File: config.mk
export PLATFORM = sky130hd
export DESIGN_NAME = imem_loader_flat
export DESIGN_NICKNAME = d
export VERILOG_FILES = /design/src/rtl/imem_loader_if.sv /design/src/rtl/imem_loader.sv /design/src/flat_wrapper.sv
export SDC_FILE = /design/constraint.sdc
export NUM_CORES = 1
export LEC_CHECK = 0
export ABC_CLOCK_PERIOD_IN_PS = 2100
export CAP_MARGIN = 20
export CORE_MARGIN = 10
export CORE_UTILIZATION = 40
export CTS_CLUSTER_DIAMETER = 120
export DETAILED_ROUTE_END_ITERATION = 8
export PLACE_DENSITY = 0.73
export SYNTH_ARGS = -nofsm -noshare
export SYNTH_HDL_FRONTEND = slang
export SYNTH_SLANG_ARGS = --single-unit
File: constraint.sdc
create_clock -name clk -period 2.1 [get_ports clk]
set_input_delay 0.315 -clock clk [delete_from_list [all_inputs] [get_ports clk]]
set_output_delay 0.315 -clock clk [all_outputs]
set_load 0.05 [all_outputs]
File: src/rtl/imem_loader_if.sv
// Byte-stream intake and instruction-memory write port of the boot loader.
// The loader sits on the slave side; the byte source / memory model takes the master side.
interface imem_loader_if #(
    parameter int ADDR_W = 10
);
    logic [7:0]        in_data;
    logic              in_valid;
    logic              in_ready;
    logic              imem_we;
    logic [ADDR_W-1:0] imem_addr;
    logic [31:0]       imem_wdata;

    modport slave (
        input  in_data, in_valid,
        output in_ready, imem_we, imem_addr, imem_wdata
    );

    modport master (
        output in_data, in_valid,
        input  in_ready, imem_we, imem_addr, imem_wdata
    );
endinterface

File: src/rtl/imem_loader.sv
// Boot-time loader: assembles little-endian words from a length-prefixed byte
// stream, writes them to instruction memory and releases the core on a good checksum.
//
// state    | meaning
// ---------+-----------------------------------------------------------
// S_IDLE   | no session since reset, core held in reset
// S_LEN_LO | waiting for word-count low byte
// S_LEN_HI | waiting for word-count high byte, range check on N
// S_DATA   | receiving data bytes, one write per completed word
// S_CHECK  | waiting for checksum byte
// S_DONE   | image verified, core released
// S_ERR    | oversize length or checksum mismatch, core held in reset
module imem_loader #(
    parameter int ADDR_W = 10
) (
    input  logic          clk,
    input  logic          rst,
    input  logic          start,
    imem_loader_if.slave  bus,
    output logic          core_rst_n,
    output logic          busy,
    output logic          done,
    output logic          err
);

    typedef enum logic [2:0] {
        S_IDLE, S_LEN_LO, S_LEN_HI, S_DATA, S_CHECK, S_DONE, S_ERR
    } state_t;

    localparam logic [16:0] CAP = 17'(1) << ADDR_W;

    state_t            state, state_nxt;
    logic              ready;
    logic              accept;
    logic              start_ok;
    logic [7:0]        len_lo;
    logic [16:0]       n_full;
    logic [ADDR_W:0]   nwords;
    logic [ADDR_W:0]   wcnt;
    logic [ADDR_W:0]   word_inc;
    logic [1:0]        bcnt;
    logic [23:0]       word_buf;
    logic [7:0]        csum;

    assign accept   = bus.in_valid && ready;
    assign start_ok = start && (state == S_IDLE || state == S_DONE || state == S_ERR);
    assign n_full   = {1'b0, bus.in_data, len_lo};
    assign word_inc = wcnt + {{ADDR_W{1'b0}}, 1'b1};
    assign bus.in_ready = ready;

    always_ff @(posedge clk) begin
        if (!rst) state <= S_IDLE;
        else      state <= state_nxt;
    end

    always_comb begin
        state_nxt = state;
        case (state)
            S_IDLE, S_DONE, S_ERR: if (start) state_nxt = S_LEN_LO;
            S_LEN_LO: if (accept) state_nxt = S_LEN_HI;
            S_LEN_HI: begin
                if (accept) begin
                    if (n_full > CAP)       state_nxt = S_ERR;
                    else if (n_full == '0)  state_nxt = S_CHECK;
                    else                    state_nxt = S_DATA;
                end
            end
            S_DATA: if (accept && bcnt == 2'd3 && word_inc == nwords) state_nxt = S_CHECK;
            S_CHECK: if (accept) state_nxt = (bus.in_data == csum) ? S_DONE : S_ERR;
            default: state_nxt = S_IDLE;
        endcase
    end

    always_comb begin
        ready      = 1'b0;
        busy       = 1'b0;
        done       = 1'b0;
        err        = 1'b0;
        core_rst_n = 1'b0;
        case (state)
            S_LEN_LO, S_LEN_HI, S_DATA, S_CHECK: begin
                ready = 1'b1;
                busy  = 1'b1;
            end
            S_DONE: begin
                done       = 1'b1;
                core_rst_n = 1'b1;
            end
            S_ERR:   err = 1'b1;
            default: ;
        endcase
    end

    // Byte lanes 0..2 are buffered; lane 3 goes straight into the write word.
    always_ff @(posedge clk) begin
        if (!rst) begin
            bus.imem_we    <= 1'b0;
            bus.imem_addr  <= '0;
            bus.imem_wdata <= '0;
            len_lo         <= '0;
            nwords         <= '0;
            wcnt           <= '0;
            bcnt           <= '0;
            word_buf       <= '0;
            csum           <= '0;
        end else begin
            bus.imem_we <= 1'b0;
            if (start_ok) begin
                csum <= '0;
                bcnt <= '0;
                wcnt <= '0;
            end else if (accept) begin
                case (state)
                    S_LEN_LO: begin
                        len_lo <= bus.in_data;
                        csum   <= csum ^ bus.in_data;
                    end
                    S_LEN_HI: begin
                        nwords <= n_full[ADDR_W:0];
                        csum   <= csum ^ bus.in_data;
                    end
                    S_DATA: begin
                        csum <= csum ^ bus.in_data;
                        bcnt <= bcnt + 2'd1;
                        case (bcnt)
                            2'd0: word_buf[7:0]   <= bus.in_data;
                            2'd1: word_buf[15:8]  <= bus.in_data;
                            2'd2: word_buf[23:16] <= bus.in_data;
                            default: begin
                                bus.imem_we    <= 1'b1;
                                bus.imem_addr  <= wcnt[ADDR_W-1:0];
                                bus.imem_wdata <= {bus.in_data, word_buf};
                                wcnt           <= word_inc;
                            end
                        endcase
                    end
                    default: ;
                endcase
            end
        end
    end

endmodule

File: src/flat_wrapper.sv
// flat-port wrapper written by rule: the top's interface ports become plain ports
module imem_loader_flat 
#(
    parameter int ADDR_W = 10
)
  (clk, rst, start, core_rst_n, busy, done, err, bus_in_data, bus_in_valid, bus_in_ready, bus_imem_we, bus_imem_addr, bus_imem_wdata);
  imem_loader_if #(.ADDR_W(ADDR_W)) bus_i ();
  input  logic clk;
  input  logic rst;
  input  logic start;
  output logic core_rst_n;
  output logic busy;
  output logic done;
  output logic err;
  input wire logic [$bits(bus_i.in_data)-1:0] bus_in_data;
  input wire logic [$bits(bus_i.in_valid)-1:0] bus_in_valid;
  output wire logic [$bits(bus_i.in_ready)-1:0] bus_in_ready;
  output wire logic [$bits(bus_i.imem_we)-1:0] bus_imem_we;
  output wire logic [$bits(bus_i.imem_addr)-1:0] bus_imem_addr;
  output wire logic [$bits(bus_i.imem_wdata)-1:0] bus_imem_wdata;
  assign bus_i.in_data = bus_in_data;
  assign bus_i.in_valid = bus_in_valid;
  assign bus_in_ready = bus_i.in_ready;
  assign bus_imem_we = bus_i.imem_we;
  assign bus_imem_addr = bus_i.imem_addr;
  assign bus_imem_wdata = bus_i.imem_wdata;
  imem_loader #(.ADDR_W(ADDR_W)) u_core (.clk(clk), .rst(rst), .start(start), .bus(bus_i), .core_rst_n(core_rst_n), .busy(busy), .done(done), .err(err));
endmodule
==> results.md, run 1 <==
- Comb power frac: 0.224
- Power per cell area: around 840 nW/µm²
- Endpoints failing setup: 0
- Post-Route WL: between 10000 and 15000 µm
- Fin. Hold Viols: 0
- Flop pwr share: 0.437
- Final #Nets: around 670
- Post-DP HPWL: just under 9000 µm
- Synth-to-layout area growth: 26.6%
- Final min period: 1990 ps
- Reg2reg end: u_core.state[0]
- Hold Crit Depth: 2
- Synth Area in XOR/XNOR: 0.0686
- Grt ovf: 0
- Rel. slew slack: 0.633
- RR Startpoint: u_core.wcnt[2]
- CTS sink count: 110
- Maximum clock rate: 502 MHz
- Worst-path maximum fanout: 6
- Post-synth EDFFs: 0
- Die width: around 130 µm
- Gpl congestion: roughly 0.86
- Critical path startpoint category: register
- Root Buffer: clkbuf_16
- Longest Clk Path Bufs: 2
- CP arrival: about 2200 ps
- Synth Area in Adders: 0.0155
- Die area: 16900 µm²
- Total power: between 5000 and 6000 µW
- Filler cells: roughly 1100
- Die Ht: approximately 130 µm
- Leak: around 0.0021 µW
- Most frequent cells in the layout: 176 x nand2_1, 106 x dfxtp_1, 85 x a21boi_0, 53 x clkdlybuf4s50_1, 35 x buf_4
- Via count: approximately 4200
- Post-Synthesis Cells: just under 600
- Async SR Flop Fraction: 0
- Simple-gate share of the synthesized area: 0.240
- Vias per std cell: 5.19
- Power share of the clock group: 0.339
- Reg2reg setup slack: ~110 ps
- First-pass GRT wire length: ~20000 µm
- NetSw: around 1500 µW
- Worst slew pin tran: about 550 ps
- Core Footprint: ~12000 µm²
- Synth cell types: 40
- Post-route DRC: 0
- Critical path launch point: u_core.wcnt[2]
- Largest family of logic cells by synthesized area: simple AND/OR/NAND/NOR gates
- Critical path type: register to register
- Htree depth: 3
- Post-DR wirelength/cell: ~15 µm
- Final ANT Viol Nets: 0
- DRT Pass-1 Iters: 5
- Mapped Nets: slightly above 600
- Mux cell area share after synthesis: 0.00413
- Synthesized cell area: around 4800 µm²
- Number of diodes: 0
- Post-synthesis sequential area ratio: 0.454
- Layout cells sized above 1: 0.112
- Worst hold path type: input pin to register
- Skew-Pair Late Insertion Delay: around 340 ps
- Buffers on Ports: about 60
- Mapped Avg Cell Area: 8.15 µm²
- Starting Density: 0.405
- Vias in the first global route: about 4100
- Most common cell after layout, fill and taps aside: nand2_1
- Pin count of the biggest net entering global routing: between 40 and 50
- Cells on worst reg2reg path: 5
- Maximum vdd drop: between 0.0004 and 0.0005 V
- Switching Fraction: 0.297
- Synth Register Bits: 110
- Overall Global Routing Usage: 0.148
- Clock slew at reported path FFs: 70 ps
- Int Power: around 3600 µW
- Outcome: completed
- Top_reg_cell synth: dfxtp_1
- DRT iter0 DRCs: 278
- Clk_skew: between 8 and 9 ps
- Hold Path End: u_core.state[1]
- Hold_sp: rst
- Ports: 60
- Unrepaired setup endpoints after global routing: false
- CP Capture Type: register
- Ys Warns: 0
- Worst Path Required: 2330 ps
- CTS buffer count: 9
- Period utilization: 0.949
- Max Cap Viol: 0
- Pins over their slew limit: 0
- Post-synthesis compound-gate area fraction: 0.174
- Initial antenna violation count: 0
- TritonCTS clock tree: done
- Core Rows: 40
- WHS: ~390 ps
-- cells by family (layout without fill, tap and decap cells) --
family / after synthesis / in the layout
AND/OR/NAND/NOR: 271 / 271
AO/OA/AOI/OAI: 117 / 117
flip-flops: 110 / 110
buffers and inverters: 51 / 114
XOR/XNOR: 38 / 38
adder cells (fa/ha/maj): 6 / 6
multiplexers: 2 / 2
-- area by class of cell --
class | instances | area (µm²) | share of cell area
Timing Repair Buffer | 95 | 918 | 0.150
Tap cell | 147 | 184 | 0.0300
Sequential cell | 110 | 2210 | 0.359
Multi-Input combinational cell | 434 | 2510 | 0.409
Inverter | 4 | 15.0 | 0.00245
Clock buffer | 9 | 225 | 0.0367
Clock inverter | 6 | 78.8 | 0.0128
-- cell usage after synthesis, types with 5 or more instances --
library cell	instances	area [µm²]
xnor2_1	13	114
nor2_1	24	90.1
a21boi_0	85	638
a21oi_1	6	30.0
xor2_1	25	219
buf_1	6	22.5
clkbuf_1	34	128
nand3_1	27	135
ha_1	6	75.1
o21ai_0	10	50.1
nor2b_1	7	43.8
nor4_1	5	31.3
dfxtp_1	110	2200
nor3_1	8	40.0
nand2_1	176	661
-- power groups by stage --
stage | registers, µW | clock network, µW | logic, µW
2_1_floorplan | 2260 | 0 | 738
3_3_place_gp | 2290 | 0 | 1110
3_5_place_dp | 2290 | 0 | 1130
4_1_cts | 2240 | 1770 | 1140
5_1_grt | 2260 | 1850 | 1240
6_report | 2240 | 1740 | 1150
-- routing by layer --
| layer | global-route usage | wire, µm |
|---|---|---|
| met4 | 0.0589 | 263 |
| met2 | 0.239 | 5500 |
| met1 | 0.182 | 5470 |
| met3 | 0.0394 | 924 |
| met5 | 0 | 0 |
-- sequential cells by signal, summed over array words and instances (netlist names) --
register,flops
u_core.len_lo,8
u_core.nwords,11
u_core.bcnt,2
u_core.state,3
u_core.bus.imem_we,1
u_core.word_buf,24
u_core.csum,8
u_core.bus.imem_addr,10
u_core.wcnt,11
u_core.bus.imem_wdata,32
-- how the worst max path moves through the flow --
stage,cells past startpoint,slack (ps),end
2_1_floorplan,6,120,u_core.csum[0]
3_3_place_gp,7,30,u_core.state[2]
3_5_place_dp,8,-70,u_core.state[0]
4_1_cts,5,0.7,u_core.state[0]
5_1_grt,7,7,u_core.state[0]
6_report,5,110,u_core.state[0]
-- what timing repair did --
item,CTS,global route
gates resized for setup,4,10
setup buffers,0,1
setup endpoints to repair,2,3
pin swaps,0,3
hold buffers,0,0
-- worst max-delay path, cell delays in order, from the launching register on --
cell	delay, ps
dfxtp_2	360
and3_1	210
or4_4	550
a2111oi_4	380
a31oi_4	150
o21a_1	220
-- metrics by stage --
step	util	cell area (µm²)	setup TNS, ps	std cells	worst slack, ps
after floorplan	-	4870	0	595	123
after global placement	0.482	5770	0	789	27.1
after global routing	0.513	6140	0	805	7.02
after detailed placement	0.482	5770	-141	789	-68.2
after CTS	0.510	6100	0	804	0.692
final	0.513	6140	0	805	107
(Power assumes the default switching activity.)
==> inputs of run 2 (changes only) <==
--- a/config.mk
+++ b/config.mk
@@ -7,11 +7,14 @@
 export LEC_CHECK = 0
 export ABC_CLOCK_PERIOD_IN_PS = 2100
 export CAP_MARGIN = 20
+export CELL_PAD_IN_SITES_DETAIL_PLACEMENT = 0
+export CELL_PAD_IN_SITES_GLOBAL_PLACEMENT = 2
 export CORE_MARGIN = 10
-export CORE_UTILIZATION = 40
+export CORE_UTILIZATION = 33
 export CTS_CLUSTER_DIAMETER = 120
+export CTS_CLUSTER_SIZE = 20
 export DETAILED_ROUTE_END_ITERATION = 8
-export PLACE_DENSITY = 0.73
+export PLACE_DENSITY_LB_ADDON = 0.1
 export SYNTH_ARGS = -nofsm -noshare
 export SYNTH_HDL_FRONTEND = slang
 export SYNTH_SLANG_ARGS = --single-unit
==> run 2 against run 1 <==
Effect of this change: highest routed layer unchanged; critical path type unchanged; largest power group unchanged; utilization down 8.3 points; count of clock-buffer cells in the layout rose by 1; total power fell by 2.8%; sequential share of layout area fell by 0.55 points; sequential cell count unchanged; fmax hardly changed.
==> results.md, run 2 (same netlist as run 1, synthesis figures left out) <==
- CP Cell Sequence: ha_2 > nand3_2 > nor2_2 > xnor2_1 > a2111oi_4 > a31oi_4 > o21a_1
- Maximum vdd drop: roughly 0.00037 V
- Pin count of the biggest net entering global routing: 53
- Rel. slew slack: 0.652
- Overall Global Routing Usage: 0.131
- Die width: 141 µm
- Placed Area: slightly below 6000 µm²
- Worst slew pin tran: around 520 ps
- Final #Nets: just under 700
- Period utilization: 0.949
- Top flop regs: u_core.bus.imem_wdata (32), u_core.word_buf (24)
- CTS buffer count: 9
- First-pass GRT wire length: about 21000 µm
- Worst-path maximum fanout: 5
- Most frequent cells in the layout: 176 x nand2_1, 108 x dfxtp_1, 85 x a21boi_0, 53 x clkdlybuf4s50_1, 47 x buf_4
- Skew-Pair Late Insertion Delay: 350 ps
- Vias per std cell: between 4 and 5
- Root Buffer: clkbuf_16
- Most common cell after layout, fill and taps aside: nand2_1
- Register bank with the most flops: u_core.bus.imem_wdata
- Die area: 19900 µm²
- Critical path type: register to register
- Starting Density: 0.335
- Comb power frac: 0.234
- Endpoints failing setup: 0
- Via count: about 4000
- RR Startpoint: u_core.wcnt[0]
- Htree depth: 3
- TritonCTS clock tree: done
- Power per cell area: around 800 nW/µm²
- Post-DP HPWL: about 9600 µm
- Power share of the clock group: 0.318
- Pins over their slew limit: 0
- Reg2reg setup slack: roughly 110 ps
- Maximum clock rate: approximately 500 MHz
- CP Capture Type: register
- Post-route DRC: 0
- Flop pwr share: 0.448
- Core Rows: 44
- Post-DR wirelength/cell: between 15 and 20 µm
- Critical path startpoint category: register
- Core Footprint: ~14000 µm²
- Multi-input gate area: roughly 2500 µm²
- Post-CTS Setup Inserts: 0
- Hold Crit Depth: 2
- Worst Path Required: about 2300 ps
- Cells on worst reg2reg path: 7
- DRT Pass-1 Iters: 4
- Hold_sp: rst
- Filler cells: around 1500
- Worst Path Buf+Inv: 0
- Final instance area: 6230 µm²
- Worst hold path type: input pin to register
- Clk_skew: 7.42 ps
- Number of diodes: 0
- Gpl congestion: about 0.8
- CP arrival: ~2200 ps
- Reg2reg end: u_core.state[0]
- Fin. Hold Viols: 0
- Int Power: ~3500 µW
- Worst path slowest cell: dfxtp_1
- Buffers on Ports: 59
- Synth-to-layout area growth: 28.4%
- DRT iter0 DRCs: 224
- TNS Setup: 0 ps
- Outcome: completed
- CP top delay family: compound AO/OA/AOI/OAI gates
- Hold Path End: u_core.bus.imem_wdata[28]
- Grt ovf: 0
- Final ANT Viol Nets: 0
- Max stage delay on crit path: approximately 400 ps
- Initial antenna violation count: 0
- Post-Route WL: 13000 µm
- Largest register FFs: 32
- Final min period: roughly 2000 ps
- Vias in the first global route: around 4000
- Post-CTS Resized: 0
- Die Ht: around 140 µm
- Longest Clk Path Bufs: 2
- Clock slew at reported path FFs: approximately 70 ps
- Post-CTS Hold Buffers: 0
- CTS sink count: between 100 and 150
- Sequential cell area: approximately 2200 µm²
- Switching Fraction: 0.300
- Ports: 60
- NetSw: ~1500 µW
- Total power: 5000 µW
- Max Cap Viol: 0
- Leak: ~0.0021 µW
- Layout cells sized above 1: 0.122
-- run 2: cell count changes in the layout (fill, tap and decap cells not counted), moves of 2 or more --
| cell | change |
|---|---|
| clkinv_4 | -2 |
| clkinv_2 | +2 |
| dfxtp_1 | +2 |
| dfxtp_2 | -2 |
| clkinvlp_4 | +2 |
| buf_4 | +12 |
-- run 2: worst max path at each step --
stage	to	startpoint	slack (ps)	depth (start not counted)
2_1_floorplan	u_core.csum[0]	u_core.state[2]	120	6
6_report	u_core.state[0]	u_core.wcnt[0]	110	7
3_3_place_gp	u_core.state[2]	bus_in_data[1]	-100	7
5_1_grt	u_core.state[0]	u_core.wcnt[0]	-0.3	7
4_1_cts	u_core.state[0]	u_core.wcnt[0]	6	7
3_5_place_dp	u_core.state[2]	bus_in_data[1]	-150	7
-- run 2: per-layer routing --
| layer | up-vias | wire length (µm) | global-route usage |
|---|---|---|---|
| li1 | 2102 | - | - |
| met1 | 1900 | 6630 | 0.179 |
| met2 | 58 | 5650 | 0.197 |
| met3 | 10 | 577 | 0.0312 |
| met4 | 0 | 144 | 0.0424 |
| met5 | - | 0 | 0 |
-- run 2: metrics by stage --
stage	utilization	hold slack (ps)	worst slack, ps	std cells
4_1_cts	0.427	305	5.70	854
2_1_floorplan	-	441	123	595
5_1_grt	0.430	317	-0.289	854
6_report	0.430	303	107	854
3_5_place_dp	0.408	457	-152	839
3_3_place_gp	0.408	452	-101	839
-- run 2: cell type report --
class,count,area share
sequential,110,0.354
inverter,4,0.00241
tap,184,0.0370
clock inverter,5,0.00583
clock buffer,10,0.0368
multi-input combinational,434,0.402
timing repair buffer,107,0.162
-- run 2: power groups by stage --
stage	logic [µW]	clock network, µW	registers [µW]
final	1170	1590	2240
after global routing	1280	1720	2250
after CTS	1170	1650	2240
after detailed placement	1170	0	2290
after global placement	1170	0	2290
after floorplan	738	0	2260
==> inputs of run 3 (changes only) <==
--- a/config.mk
+++ b/config.mk
@@ -12,7 +12,6 @@
 export CORE_MARGIN = 10
 export CORE_UTILIZATION = 33
 export CTS_CLUSTER_DIAMETER = 120
-export CTS_CLUSTER_SIZE = 20
 export DETAILED_ROUTE_END_ITERATION = 8
 export PLACE_DENSITY_LB_ADDON = 0.1
 export SYNTH_ARGS = -nofsm -noshare
==> results of run 3 <==
Same layout as run 2: the final DEF is identical, and so are final timing and power.
